$ cat config.mk
export PLATFORM = sky130hd
export DESIGN_NAME = cache_arbiter
export DESIGN_NICKNAME = d
export VERILOG_FILES = /design/src/rtl/cache_arbiter.sv
export SDC_FILE = /design/constraint.sdc
export NUM_CORES = 1
export LEC_CHECK = 0
export CELL_PAD_IN_SITES_DETAIL_PLACEMENT = 1
export CELL_PAD_IN_SITES_GLOBAL_PLACEMENT = 2
export CORE_AREA = 5 5 271 273
export DETAILED_ROUTE_END_ITERATION = 10
export DIE_AREA = 0 0 276 278
export GPL_TIMING_DRIVEN = 0
export HOLD_SLACK_MARGIN = 0.08
export PLACE_DENSITY = 0.63
export SLEW_MARGIN = 20
export SYNTH_ARGS = -nofsm -noshare
export SYNTH_HDL_FRONTEND = slang
export SYNTH_SLANG_ARGS = --single-unit
$ cat constraint.sdc
create_clock -name clk -period 1.6 [get_ports clk]
set_input_delay 0.24 -clock clk [delete_from_list [all_inputs] [get_ports clk]]
set_output_delay 0.24 -clock clk [all_outputs]
set_load 0.005 [all_outputs]
$ cat src/rtl/cache_arbiter.sv
// rtl/cache_arbiter.sv - round-robin arbiter of split L1 line fills/writebacks onto one memory port
module cache_arbiter #(
  parameter int ADDR_WIDTH = 16,
  parameter int LINE_WIDTH = 128
) (
  input  logic                  clk,
  input  logic                  reset_n,
  input  logic                  i_read,
  input  logic [ADDR_WIDTH-1:0] i_address,
  output logic [LINE_WIDTH-1:0] i_rdata,
  output logic                  i_resp,
  input  logic                  d_read,
  input  logic                  d_write,
  input  logic [ADDR_WIDTH-1:0] d_address,
  input  logic [LINE_WIDTH-1:0] d_wdata,
  output logic [LINE_WIDTH-1:0] d_rdata,
  output logic                  d_resp,
  output logic                  pmem_read,
  output logic                  pmem_write,
  output logic [ADDR_WIDTH-1:0] pmem_address,
  output logic [LINE_WIDTH-1:0] pmem_wdata,
  input  logic [LINE_WIDTH-1:0] pmem_rdata,
  input  logic                  pmem_resp
);

  typedef enum logic [1:0] {
    IDLE    = 2'd0,
    SERVE_I = 2'd1,
    SERVE_D = 2'd2
  } state_t;

  state_t state;
  logic   last_d;
  logic   d_pending;

  assign d_pending = d_read | d_write;

  // On a collision the client that was not granted last wins; reset leaves last_d=0 so D goes first.
  always_ff @(posedge clk or negedge reset_n) begin
    if (!reset_n) begin
      state  <= IDLE;
      last_d <= 1'b0;
    end else begin
      case (state)
        IDLE: begin
          if (i_read && (!d_pending || last_d)) begin
            state  <= SERVE_I;
            last_d <= 1'b0;
          end else if (d_pending) begin
            state  <= SERVE_D;
            last_d <= 1'b1;
          end
        end
        SERVE_I, SERVE_D: begin
          if (pmem_resp) begin
            state <= IDLE;
          end
        end
        default: state <= IDLE;
      endcase
    end
  end

  always_comb begin
    pmem_read    = 1'b0;
    pmem_write   = 1'b0;
    pmem_address = '0;
    pmem_wdata   = '0;
    i_resp       = 1'b0;
    d_resp       = 1'b0;
    case (state)
      SERVE_I: begin
        pmem_read    = 1'b1;
        pmem_address = i_address;
        i_resp       = pmem_resp;
      end
      SERVE_D: begin
        pmem_read    = d_read;
        pmem_write   = d_write;
        pmem_address = d_address;
        pmem_wdata   = d_wdata;
        d_resp       = pmem_resp;
      end
      default: ;
    endcase
  end

  assign i_rdata = pmem_rdata;
  assign d_rdata = pmem_rdata;

  // Client protocol checks: no simultaneous D read+write, no request dropped mid-transaction.
  a_d_rw_exclusive: assert property (@(posedge clk) disable iff (!reset_n) !(d_read && d_write));
  a_i_held: assert property (@(posedge clk) disable iff (!reset_n)
    (state == SERVE_I) |-> (i_read || pmem_resp));
  a_d_held: assert property (@(posedge clk) disable iff (!reset_n)
    (state == SERVE_D) |-> (d_pending || pmem_resp));

endmodule

==> results.sh <==
export IMPL_die_height_um=278
export IMPL_place_hpwl_um=25000
export IMPL_cts_tree="built"
export IMPL_drtAntennaViolNets=0
export IMPL_overflow=0
export IMPL_finalWorstSetupSlack_ps=-344
export IMPL_required_ps=1360
export IMPL_wire_per_inst_um=14.0
export IMPL_p_leak_uw=0.00475
export IMPL_setup_violations=149
export IMPL_synth_net_count=757
export IMPL_drive_above_1_share=0.517
export IMPL_grt_pass1_vias=5960
export IMPL_cts_hold_buf=0
export IMPL_place_ws_ps=-1180
export IMPL_max_freq_ghz=0.514
export IMPL_multi_input_area_um2=1490
export IMPL_layout_common_cells="clkdlybuf4s50_1, buf_4, and2_1, buf_2, buf_6"
export IMPL_start_kind="flop"
export IMPL_dpl_cell_area_um2=10100
export IMPL_hp_class="in2async"
export IMPL_cap_viol_max_count=0
export IMPL_root_buffer="clkbuf_16"
export IMPL_synth_warnings=0
export IMPL_core_area_um2=70900
export IMPL_drt_iter0_drc=40
export IMPL_syn2layout_area_growth_pct=234
export IMPL_syn_area_um2=3250
export IMPL_grt_start_max_net_pins=11
export IMPL_status="finished with violations"
export IMPL_cts_buffer_depth=2
export IMPL_fin_crit_sh=1.21
export IMPL_finalWirelength_um=28200
export IMPL_grt_first_pass_wirelength_um=39300
export IMPL_timing_worst_setup_path_type="reg2out"
export IMPL_layout_nets=1364
export IMPL_p_per_area_nw_per_um2=759
export IMPL_num_vias=4999
export IMPL_arrival_ps=1700
export IMPL_cts_sinks=3
export IMPL_netlist_instances=460
export IMPL_grtUsageTotal=0.0655
export IMPL_final_common_cell="clkdlybuf4s50_1"
export IMPL_worst_path_largest_cell_delay_ps=440
export IMPL_finalInstanceArea_um2=10800
export IMPL_crit_path_top_delay_cell="dfrtp_2"
export IMPL_critPathTopFamily="buffers and inverters"
export IMPL_fin_crit_ps=1940
export IMPL_slew_violations=0
export IMPL_violations="negative setup slack"
export IMPL_pin_count=698
export IMPL_hold_viol=0
export IMPL_clock_skew_ps=0.260
export IMPL_avgSynthCellArea_um2=7.06
export IMPL_worst_slew_pin_slew_ps=364
export IMPL_peakVddDrop_uv=279
export IMPL_timing_slew_headroom=0.755
export IMPL_endpoint_kind="output pin"
export IMPL_htree_levels=1
export IMPL_critical_path_max_fanout=7
export IMPL_die_area_um2=76700
export IMPL_place_gp_congestion=0.798
export IMPL_clk_pin_slew_ps=30
export IMPL_post_route_drc_count=0
export IMPL_rsz0062_at_grt="true"
export IMPL_insertion_delay_ps=220
export IMPL_diodes=0
export IMPL_dieWidth_um=276
export IMPL_p_total_uw=8230
export IMPL_seq_area_um2=76.3
export IMPL_start_util=0.0458
export IMPL_io_buffers=569
export IMPL_yosysSeqAreaShare=0.0231
export IMPL_synth_seq_cells=3
export IMPL_vias_per_cell=2.48
export IMPL_fillers=8516
export IMPL_worst_path_buf_inv=5
export IMPL_antenna_found_initial=1
export IMPL_cts_made_buffers=3
export IMPL_path_cells="ha_4 > clkbuf_16 > buf_12 > buf_8 > clkbuf_8 > and2_1 > buf_2"
export IMPL_ys_types=20
export IMPL_row_count=98
export IMPL_drt_first_pass_iters=4
[power by group]
part	internal, µW	switching [µW]
sequential	111	37.9
combinational	4880	2800
clock	329	71.3
[kinds of logic (layout without fill, tap and decap cells)]
| family | count (synthesis) | after routing | synth area share |
|---|---|---|---|
| fa+ha+maj | 3 | 3 | 0.0116 |
| compound gates | 23 | 23 | 0.0517 |
| flops | 3 | 3 | 0.0231 |
| buf+inv | 278 | 884 | 0.619 |
| simple gates | 153 | 153 | 0.295 |
[path summary, 6_finish.rpt]
kind	start	end	slack, ps	depth (start not counted)
max	state[1]$_DFFE_PN0P_	pmem_wdata[95]	-340	7
min	reset_n	state[0]$_DFFE_PN0P_	200	1
max reg2reg	state[1]$_DFFE_PN0P_	state[1]$_DFFE_PN0P_	-30	7
min reg2reg	state[1]$_DFFE_PN0P_	state[1]$_DFFE_PN0P_	630	1
max in group asynchronous	reset_n	state[1]$_DFFE_PN0P_	1240	1
min in group clk	state[1]$_DFFE_PN0P_	state[1]$_DFFE_PN0P_	630	1
[layout make-up]
cell class	instances	share of cell area
tap	950	0.110
timing repair buffer	604	0.533
clock buffer	4	0.00727
multi-input combinational	179	0.138
sequential	3	0.00704
buffer	273	0.204
inverter	3	0.00104
[routing by layer]
layer | global-route usage | share of wire | vias up
met5 | 0 | 0 | -
met4 | 0.00576 | 0.0080 | 0
met3 | 0.0217 | 0.091 | 12
met2 | 0.134 | 0.56 | 358
met1 | 0.0662 | 0.34 | 2261
li1 | - | - | 2368
[what timing repair did]
item                                    4_1_cts  5_1_grt
setup buffers                                22        3
endpoints found under the setup margin      149      149
pin swaps                                    14        4
cloned                                       10        1
gates resized for setup                     697      131
[worst register-to-register path, delay by kind of cell (launching register included)]
family                     cells  cell delay [ps]
buffers and inverters          3              340
and+or+nand+nor                2              230
AOI/OAI and AO/OA              1              190
adders and majority gates      1              340
DFF                            1              410
[flip-flops by register name (all words and copies together), names as in the netlist]
register / count
last_d: 1
state: 2
[metrics by stage]
stage	cells	TNS, ps	hold WS (ps)	utilization
CTS	2016	-42800	202	0.150
floorplan	460	0	-55.6	-
finish	2016	-36230	201	0.153
global route	2016	-42640	223	0.153
global placement	1979	-164070	431	0.143
detailed placement	1980	-128280	438	0.143
[cells in the mapped netlist, drive strengths merged]
cell type,count,area share
buf,259,0.60
and2,131,0.25
nor2b,17,0.033
a22oi,16,0.037
clkbuf,16,0.019
dfrtp,3,0.023
ha,3,0.012
inv,3,0.0035
a21oi,2,0.0031
o21ai,2,0.0031
a22o,1,0.0027
and3,1,0.0019
nand2,1,0.0012
nand2b,1,0.0019
nor2,1,0.0012
o21ba,1,0.0031
o2bb2ai,1,0.0027
or3,1,0.0035
(Power assumes the default switching activity.)
